`src/rtl/alu_seq_pkg.sv`:
```
// alu_seq_pkg: opcodes, FSM states and strobe indices shared by the ALU op sequencer
package alu_seq_pkg;
  localparam logic [3:0] OP_CLR = 4'd0;
  localparam logic [3:0] OP_ADD = 4'd1;
  localparam logic [3:0] OP_SUB = 4'd2;
  localparam logic [3:0] OP_MUL = 4'd3;
  localparam logic [3:0] OP_DIV = 4'd4;
  localparam logic [3:0] OP_SHR = 4'd5;
  localparam logic [3:0] OP_SHL = 4'd6;
  localparam logic [3:0] OP_AND = 4'd7;
  localparam logic [3:0] OP_OR  = 4'd8;
  localparam logic [3:0] OP_NOT = 4'd9;
  typedef enum logic [2:0] {ST_IDLE, ST_LOAD, ST_EXEC, ST_WAIT, ST_ERR, ST_DONE} state_t;
  localparam int IDX_C8  = 0;
  localparam int IDX_C9  = 1;
  localparam int IDX_C13 = 2;
  localparam int IDX_C15 = 3;
  localparam int IDX_C16 = 4;
  localparam int IDX_C17 = 5;
  localparam int IDX_C18 = 6;
  localparam int IDX_C19 = 7;
  localparam int IDX_C20 = 8;
  localparam int IDX_C21 = 9;
endpackage

```
`src/rtl/alu_op_decode.sv`:
```
// alu_op_decode: opcode to one-hot strobe vector and operand/shift/legality flags
module alu_op_decode
  import alu_seq_pkg::*;
(
  input  logic [3:0] cmd_op,
  output logic [9:0] strobe_vec,
  output logic       needs_br,
  output logic       is_shift,
  output logic       legal
);
  always_comb begin
    strobe_vec = '0;
    strobe_vec[IDX_C8]  = cmd_op == OP_CLR;
    strobe_vec[IDX_C9]  = cmd_op == OP_ADD;
    strobe_vec[IDX_C13] = cmd_op == OP_SUB;
    strobe_vec[IDX_C15] = cmd_op == OP_MUL;
    strobe_vec[IDX_C16] = cmd_op == OP_DIV;
    strobe_vec[IDX_C17] = cmd_op == OP_SHR;
    strobe_vec[IDX_C18] = cmd_op == OP_SHL;
    strobe_vec[IDX_C19] = cmd_op == OP_AND;
    strobe_vec[IDX_C20] = cmd_op == OP_OR;
    strobe_vec[IDX_C21] = cmd_op == OP_NOT;
  end
  assign needs_br = cmd_op inside {OP_ADD, OP_SUB, OP_MUL, OP_DIV, OP_AND, OP_OR};
  assign is_shift = cmd_op == OP_SHR || cmd_op == OP_SHL;
  assign legal    = cmd_op <= OP_NOT;
endmodule

```
`src/rtl/alu_op_sequencer.sv`:
```
// alu_op_sequencer: accepts ALU commands, loads BR and issues registered one-hot control strobes
module alu_op_sequencer
  import alu_seq_pkg::*;
#(
  parameter int CNT_W  = 4,
  parameter int SETTLE = 1
) (
  input  logic             clk,
  input  logic             rst,
  input  logic             cmd_valid,
  output logic             cmd_ready,
  input  logic [3:0]       cmd_op,
  input  logic [15:0]      cmd_operand,
  input  logic [CNT_W-1:0] cmd_count,
  output logic             br_load,
  output logic [15:0]      br_data,
  output logic             C8,
  output logic             C9,
  output logic             C13,
  output logic             C15,
  output logic             C16,
  output logic             C17,
  output logic             C18,
  output logic             C19,
  output logic             C20,
  output logic             C21,
  output logic             busy,
  output logic             done,
  output logic             err
);
  localparam int SW = SETTLE > 1 ? $clog2(SETTLE) : 1;
  state_t state, nxt;
  logic [9:0] dec_vec, vec_q, strb_q;
  logic dec_nb, dec_shift, dec_legal, shift_q, accept;
  logic [CNT_W-1:0] cnt_q;
  logic [SW-1:0] wait_q;
  alu_op_decode u_dec (
    .cmd_op    (cmd_op),
    .strobe_vec(dec_vec),
    .needs_br  (dec_nb),
    .is_shift  (dec_shift),
    .legal     (dec_legal)
  );
  assign cmd_ready = state == ST_IDLE && !rst;
  assign accept = cmd_valid && cmd_ready;
  assign {C21, C20, C19, C18, C17, C16, C15, C13, C9, C8} = strb_q;
  always_comb begin
    nxt = state;
    case (state)
      ST_IDLE: nxt = !accept ? ST_IDLE
                   : (!dec_legal || (cmd_op == OP_DIV && cmd_operand == '0)) ? ST_ERR
                   : dec_nb ? ST_LOAD
                   : (dec_shift && cmd_count == '0) ? ST_DONE : ST_EXEC;
      ST_LOAD: nxt = ST_EXEC;
      ST_EXEC: nxt = shift_q && cnt_q > CNT_W'(1) ? ST_EXEC : ST_WAIT;
      ST_WAIT: nxt = wait_q == '0 ? ST_DONE : ST_WAIT;
      ST_ERR:  nxt = ST_DONE;
      default: nxt = ST_IDLE;
    endcase
  end
  always_ff @(posedge clk) begin
    if (rst) begin
      state   <= ST_IDLE;
      vec_q   <= '0;
      strb_q  <= '0;
      shift_q <= 1'b0;
      cnt_q   <= '0;
      wait_q  <= SW'(SETTLE - 1);
      br_load <= 1'b0;
      br_data <= '0;
      busy    <= 1'b0;
      done    <= 1'b0;
      err     <= 1'b0;
    end else begin
      state   <= nxt;
      strb_q  <= nxt == ST_EXEC ? (accept ? dec_vec : vec_q) : '0;
      br_load <= nxt == ST_LOAD;
      busy    <= nxt != ST_IDLE;
      done    <= nxt == ST_DONE;
      err     <= nxt == ST_ERR || (err && !accept);
      wait_q  <= state == ST_WAIT ? wait_q - 1'b1 : SW'(SETTLE - 1);
      cnt_q   <= accept ? (dec_shift ? cmd_count : '0)
               : (state == ST_EXEC && shift_q) ? cnt_q - 1'b1 : cnt_q;
      if (accept) begin
        vec_q   <= dec_vec;
        shift_q <= dec_shift;
        br_data <= cmd_operand;
      end
    end
  end
endmodule

```
`config.mk`:
```
export PLATFORM = sky130hd
export DESIGN_NAME = alu_op_sequencer
export DESIGN_NICKNAME = d
export VERILOG_FILES = /design/src/rtl/alu_seq_pkg.sv /design/src/rtl/alu_op_decode.sv /design/src/rtl/alu_op_sequencer.sv
export SDC_FILE = /design/constraint.sdc
export NUM_CORES = 1
export LEC_CHECK = 0
export BUFFER_PORTS_ARGS = -buffer_cell sky130_fd_sc_hd__clkbuf_2
export CAP_MARGIN = 20
export CORE_MARGIN = 3
export CORE_UTILIZATION = 40
export DETAILED_ROUTE_END_ITERATION = 6
export PLACE_DENSITY = 0.66
export SETUP_SLACK_MARGIN = 0.05
export SYNTH_ARGS = -nofsm -noshare
export SYNTH_HDL_FRONTEND = slang
export SYNTH_SLANG_ARGS = --single-unit
```
`constraint.sdc`:
```
create_clock -name clk -period 1.62 [get_ports clk]
set_clock_uncertainty 0.15 [all_clocks]
set_input_delay 0.081 -clock clk [delete_from_list [all_inputs] [get_ports clk]]
set_output_delay 0.081 -clock clk [all_outputs]
set_load 0.02 [all_outputs]
```
==> results of run 1 <==
[state kept, by name, summed over array words and instances, names as in the netlist]
register  cells
cnt_q         4
br_data      16
vec_q        10
strb_q       10
shift_q       1
err           1
state         3
br_load       1
busy          1
done          1
wait_q        1
[worst paths after layout]
path,from,end,depth (start not counted)
worst min-delay path,cmd_count[2],cnt_q[2],5
worst max-delay path,state[0],vec_q[8],7
worst max register to register,state[0],vec_q[8],7
worst min register to register,br_data[11],br_data[11],2
[report_power, final]
part	internal, W	total (W)	leakage [nW]	switching [W]
combinational	0.000560	0.00120	1.12	0.000636
clock	0.000503	0.000893	0.0585	0.000390
sequential	0.00130	0.00137	0.401	0.0000674
total	0.00237	0.00346	1.57	0.00109
[synth_stat cells (2+ instances only)]
master    instances
a21boi_0          2
a21o_1            2
a21oi_1           7
a21oi_2           2
and2_1            2
and3_1            2
and3b_1           2
buf_2             5
buf_6             2
clkbuf_1          6
dfxtp_1          49
ha_1              2
inv_1             6
mux2i_1           4
nand2_1          45
nand2b_1          3
nand3_1          21
nor2_1           16
nor2b_1           2
nor3_1            5
nor4_1           15
nor4_2            2
nor4b_2           2
o211ai_1          2
o21ai_0           2
o31a_1            3
[placed cells by master, fill, tap and decap left out, types with 6 or more instances in the layout]
master,instances
clkbuf_2,56
buf_4,49
dfxtp_1,45
nand2_1,37
nand3_1,18
dlygate4sd3_1,18
nor2_1,12
nor4_1,7
nor4_2,7
buf_6,7
nand2_2,6
clkbuf_8,6
[worst min-delay path, cell delays in order]
cell and delay [ns]:
clkbuf_2 0.09, buf_4 0.12, nand2_1 0.05, a32o_1 0.14, nor3_1 0.04
[per-layer routing]
| layer | part of all wire | routed length [um] | vias up |
|---|---|---|---|
| li1 | - | - | 1104 |
| met1 | 0.45 | 2908 | 1064 |
| met2 | 0.48 | 3148 | 67 |
| met3 | 0.058 | 378 | 9 |
| met4 | 0.014 | 93 | 0 |
| met5 | 0 | 0 | - |
[what timing repair did]
action / CTS / global route
hold buffers: 17 / 1
buffers inserted: 5 / 7
setup endpoints to repair: 49 / 49
pin swaps: 17 / 22
resized for setup: 28 / 62
hold endpoints to repair: 17 / 1
[through the flow]
step	util	hold slack [ns]	total power [W]
2_1_floorplan	-	0.02995	0.001866
3_3_place_gp	0.5786	0.1345	0.002234
3_5_place_dp	0.5786	0.1385	0.002256
4_1_cts	0.6721	0.01151	0.003274
5_1_grt	0.7429	0.1324	0.003609
6_report	0.7429	0.1048	0.003462
[kinds of logic (layout without fill, tap and decap cells)]
family,count (synthesis),in the layout
xor+xnor,1,1
mux,4,4
compound gates,35,35
fa+ha+maj,2,2
simple gates,125,125
buf+inv,22,151
flops,49,49
[final cells by class]
class | count | area (um2) | area share
multi-input combinational | 167 | 1414 | 0.3875
tap | 67 | 83.83 | 0.02298
clock buffer | 7 | 86.33 | 0.02366
inverter | 7 | 28.78 | 0.007888
sequential | 49 | 988.4 | 0.2709
clock inverter | 1 | 30.03 | 0.008230
timing repair buffer | 136 | 1017 | 0.2788
==> results.sh, run 1 <==
export IMPL_worstSetupPathType="reg2reg"
export IMPL_period_needed_ns=1.772
export IMPL_cts_sinks=49
export IMPL_met3_usage=0.03968
export IMPL_antenna_cells=0
export IMPL_cp_slowest_stage_delay_ns=0.34
export IMPL_wl_per_cell_um=15.04
export IMPL_top_usage_layer="met2"
export IMPL_cp_required_ns=1.66
export IMPL_synthMuxAreaShare=0.01886
export IMPL_finalCritPeriodShare=1.094
export IMPL_synthTopCellsByArea="dfxtp_1, nand2_1, nand3_1"
export IMPL_synthDominantAreaCellType="dfxtp_1"
export IMPL_grt_usage=0.2039
export IMPL_synth_nets=267
export IMPL_grt_ovfl_total=0
export IMPL_rsz0062_at_grt="true"
export IMPL_worst_path_dominant_cell_family="simple AND/OR/NAND/NOR gates"
export IMPL_worstPathArrival_ns=1.82
export IMPL_status="complete, but fails checks"
export IMPL_vdd_ir_drop_max_mv=0.5535
export IMPL_ys_seq_elements=49
export IMPL_clock_path_buffers=2
export IMPL_detail_route_iter0_violations=68
export IMPL_clk_latency_ns=0.30
export IMPL_drive_gt1_frac=0.5286
export IMPL_synthSimpleGateAreaFrac=0.3176
export IMPL_worst_pin_slew_ns=0.4231
export IMPL_start_util=0.4324
export IMPL_finalHoldViolCount=0
export IMPL_synthesis_instances=238
export IMPL_instances_no_fill=434
export IMPL_postRouteWirelength_mm=6.528
export IMPL_cts_htree_levels=2
export IMPL_synth_compound_area_frac=0.1349
export IMPL_place_area_um2=2841
export IMPL_portBuffers=57
export IMPL_dpl_cell_count=397
export IMPL_dp_slack_ns=-0.2350
export IMPL_dp_hpwl_mm=4.142
export IMPL_grt_max_degree=22
export IMPL_synth_area_um2=2123
export IMPL_core_area_um2=4911
export IMPL_start_kind="register"
export IMPL_critPathCaptureType="register"
export IMPL_seq_area_frac_synth=0.4620
export IMPL_drc_errors=0
export IMPL_worst_path_max_fanout=8
export IMPL_finalSetupTns_ns=-2.528
export IMPL_yosysWarnings=0
export IMPL_n_fill_cell=344
export IMPL_path_clk_slew_ns=0.09
export IMPL_gp_congestion=0.7762
export IMPL_drv_slew=0
export IMPL_grtUsageMet2=0.3438
export IMPL_async_flop_share=0
export IMPL_pwr_density_cell_nw_per_um2=948.8
export IMPL_synth_xor_area_frac=0.004125
export IMPL_power_leakage_nw=1.575
export IMPL_die_area_um2=6218
export IMPL_slew_headroom=0.7158
export IMPL_netlist_area_leader_share=0.4620
export IMPL_die_y_um=78.86
export IMPL_hold_path_class="in2reg"
export IMPL_maxCapViolCount=0
export IMPL_crit_slowest_cell="dfxtp_2"
export IMPL_fin_ws_ns=-0.1523
export IMPL_stdcell_area_um2=3649
export IMPL_cts_tree="yes"
export IMPL_synth_edf_count=0
export IMPL_syn_to_final_growth_pct=71.83
export IMPL_ys_dominant_reg_cell="dfxtp_1"
export IMPL_synth_top_family_by_area="simple AND/OR/NAND/NOR gates"
export IMPL_yosysUniqueCellTypes=53
export IMPL_io_pins=58
export IMPL_vias=2244
export IMPL_violations="negative setup slack"
export IMPL_path_cells="nor4_4, buf_4, and2_4, buf_12, buf_12, mux2i_4, nor2_1"
export IMPL_first_pass_iters=4
export IMPL_setup_viol=37
export IMPL_fp_row_count=25
export IMPL_globalRouteMet1Util=0.2592
export IMPL_antenna_found_initial=0
export IMPL_first_global_vias=2170
export IMPL_crit_top_cell="buf_12"
export IMPL_cts_root_buf="clkbuf_8"
export IMPL_fp_dieW_um=78.86
export IMPL_cts_made_buffers=5
export IMPL_grt_pass1_wl_mm=10.05
export IMPL_critPathBufInv=3
export IMPL_syn_avg_cell_area_um2=8.921
export IMPL_routed_via_density=5.171
export IMPL_final_nets=395
export IMPL_yosys_area_share_adder=0.01179
export IMPL_r2r_setup_slack_ns=-0.15
export IMPL_max_freq_mhz=564.2
export IMPL_antenna_left=0
No activity file was read; power rests on OpenSTA's default activity.
==> run 2, diff against run 1 <==
--- a/config.mk
+++ b/config.mk
@@ -11,6 +11,7 @@
 export CORE_UTILIZATION = 40
 export DETAILED_ROUTE_END_ITERATION = 6
 export PLACE_DENSITY = 0.66
+export RECOVER_POWER = 25
 export SETUP_SLACK_MARGIN = 0.05
 export SYNTH_ARGS = -nofsm -noshare
 export SYNTH_HDL_FRONTEND = slang
==> run 2 against run 1 <==
  * The flow still finishes with violations (negative setup slack)
  * Register-to-register slack about the same
  * Flip-flop and latch count unchanged
  * Largest cell class unchanged
  * Highest routed layer unchanged
  * Sequential share of layout area up 0.075 points
  * Wire length up 0.21%
  * Critical path type unchanged
  * Non-clock buffer count unchanged
  * First-iteration DRC count up 2.9%
  * Utilization down 0.20 points
  * Count of clock-buffer cells in the layout unchanged
  * Hold slack about the same
  * Global-route usage unchanged
==> results.sh, run 2 (synthesized netlist as in run 1, its figures left out) <==
export IMPL_clkPwrFrac=0.258
export IMPL_fp_dieW_um=78.86
export IMPL_final_util=0.7409
export IMPL_cts_tree="yes"
export IMPL_finalHoldViolCount=0
export IMPL_worst_pin_slew_ns=0.4230
export IMPL_routed_via_density=5.173
export IMPL_core_area_um2=4911
export IMPL_drc_errors=0
export IMPL_clk_latency_ns=0.30
export IMPL_power_leakage_nw=1.547
export IMPL_antenna_cells=0
export IMPL_hold_path_startpoint="cmd_count[2]"
export IMPL_wl_per_cell_um=15.07
export IMPL_m1WireLength_mm=2.922
export IMPL_cp_required_ns=1.67
export IMPL_first_pass_iters=4
export IMPL_instances_no_fill=434
export IMPL_violations="negative setup slack"
export IMPL_postRouteWirelength_mm=6.542
export IMPL_rsz0062_at_grt="true"
export IMPL_largest_reg_flops=16
export IMPL_antenna_found_initial=0
export IMPL_crit_start="state[0]"
export IMPL_vias=2245
export IMPL_fin_ws_ns=-0.1528
export IMPL_hold_path_class="in2reg"
export IMPL_cts_htree_levels=2
export IMPL_r2r_start="state[0]"
export IMPL_final_nets=395
export IMPL_grt_pass1_wl_mm=10.05
export IMPL_period_needed_ns=1.773
export IMPL_clock_path_buffers=2
export IMPL_worstSetupPathType="reg2reg"
export IMPL_max_freq_mhz=564.1
export IMPL_worst_path_max_fanout=8
export IMPL_io_pins=58
export IMPL_pwr_density_cell_nw_per_um2=951.9
export IMPL_largestRegisters="br_data (16), strb_q (10), vec_q (10)"
export IMPL_routed_wl_met3_um=353
export IMPL_setup_viol=39
export IMPL_internal_power_w=0.002368
export IMPL_grt_max_degree=22
export IMPL_critPathCaptureType="register"
export IMPL_met2_length_mm=3.172
export IMPL_gp_congestion=0.7762
export IMPL_worstPathArrival_ns=1.82
export IMPL_antenna_left=0
export IMPL_start_kind="register"
export IMPL_pwr_share_seq=0.396
export IMPL_drive_gt1_frac=0.5068
export IMPL_die_y_um=78.86
export IMPL_portBuffers=57
export IMPL_most_common_layout_cells="buf_4, clkbuf_2, dfxtp_1"
export IMPL_drv_slew=0
export IMPL_die_area_um2=6218
export IMPL_fp_row_count=25
export IMPL_grt_usage=0.2039
export IMPL_layout_commonest_cell="buf_4"
export IMPL_dp_hpwl_mm=4.142
export IMPL_top_register="br_data"
export IMPL_maxCapViolCount=0
export IMPL_n_fill_cell=348
export IMPL_cts_sinks=49
export IMPL_slew_headroom=0.7158
export IMPL_path_clk_slew_ns=0.09
export IMPL_dpl_cell_count=397
export IMPL_finalCritPeriodShare=1.094
export IMPL_status="complete, but fails checks"
export IMPL_first_global_vias=2170
export IMPL_cts_root_buf="clkbuf_8"
export IMPL_p_sw_frac=0.3164
export IMPL_top_layer_used="met4"
export IMPL_syn_to_final_growth_pct=71.36
export IMPL_cts_made_buffers=5
export IMPL_combPwrFrac=0.345
export IMPL_grt_ovfl_total=0
export IMPL_p_switching_w=0.001096
export IMPL_detail_route_iter0_violations=70
export IMPL_vdd_ir_drop_max_mv=0.5552
export IMPL_start_util=0.4324
==> run 2: final timing paths <==
| kind | to | slack (ns) | depth (start not counted) |
|---|---|---|---|
| min reg2reg | br_data[11] | 0.31 | 2 |
| max | vec_q[8] | -0.15 | 7 |
| min | cnt_q[2] | 0.11 | 5 |
| max reg2reg | vec_q[8] | -0.15 | 7 |
==> run 2: what timing repair did <==
action,in CTS,in global routing
setup endpoints to repair,49,49
resized for setup,28,62
setup buffers,5,7
gates cloned,0,0
hold endpoints to repair,17,1
pin swaps,17,22
hold buffers,17,1
==> run 2: worst max-delay path, cell delays in order, from the launching register on <==
cell and delay (ns):
dfxtp_2 0.34, nor4_4 0.32, buf_4 0.17, and2_4 0.14, buf_12 0.14, buf_12 0.12, mux2i_4 0.22, nor2_1 0.06
==> run 2: layer usage <==
layer,GRT usage,up-vias
li1,-,1103
met1,0.2592,1067
met2,0.3438,66
met3,0.03968,9
met4,0.07388,0
met5,0,-
==> run 2: stage by stage <==
stage / hold slack [ns] / TNS, ns / instance area (um2) / setup slack (ns) / power (W)
floorplan: 0.02995 / -4.433 / 2152 / -0.2124 / 0.001866
global placement: 0.1345 / -2.688 / 2841 / -0.1737 / 0.002234
detailed placement: 0.1385 / -4.393 / 2841 / -0.2350 / 0.002256
CTS: 0.01151 / -2.297 / 3301 / -0.1265 / 0.003274
global route: 0.1324 / -5.741 / 3638 / -0.2299 / 0.003608
finish: 0.1051 / -2.584 / 3638 / -0.1528 / 0.003464
==> run 2: power groups by stage <==
stage	logic [W]	clock network, W	registers (W)
after floorplan	0.000384	0	0.00148
after global placement	0.000847	0	0.00139
after detailed placement	0.000867	0	0.00139
after CTS	0.000995	0.000915	0.00136
after global routing	0.00127	0.000954	0.00138
final	0.00120	0.000894	0.00137
==> run 2: area by class of cell <==
| class | count | area (um2) | area share |
|---|---|---|---|
| Multi-Input combinational cell | 167 | 1414 | 0.3886 |
| Tap cell | 67 | 83.83 | 0.02304 |
| Timing Repair Buffer | 136 | 1007 | 0.2768 |
| Clock inverter | 1 | 30.03 | 0.008253 |
| Inverter | 7 | 28.78 | 0.007909 |
| Clock buffer | 7 | 86.33 | 0.02373 |
| Sequential cell | 49 | 988.4 | 0.2717 |
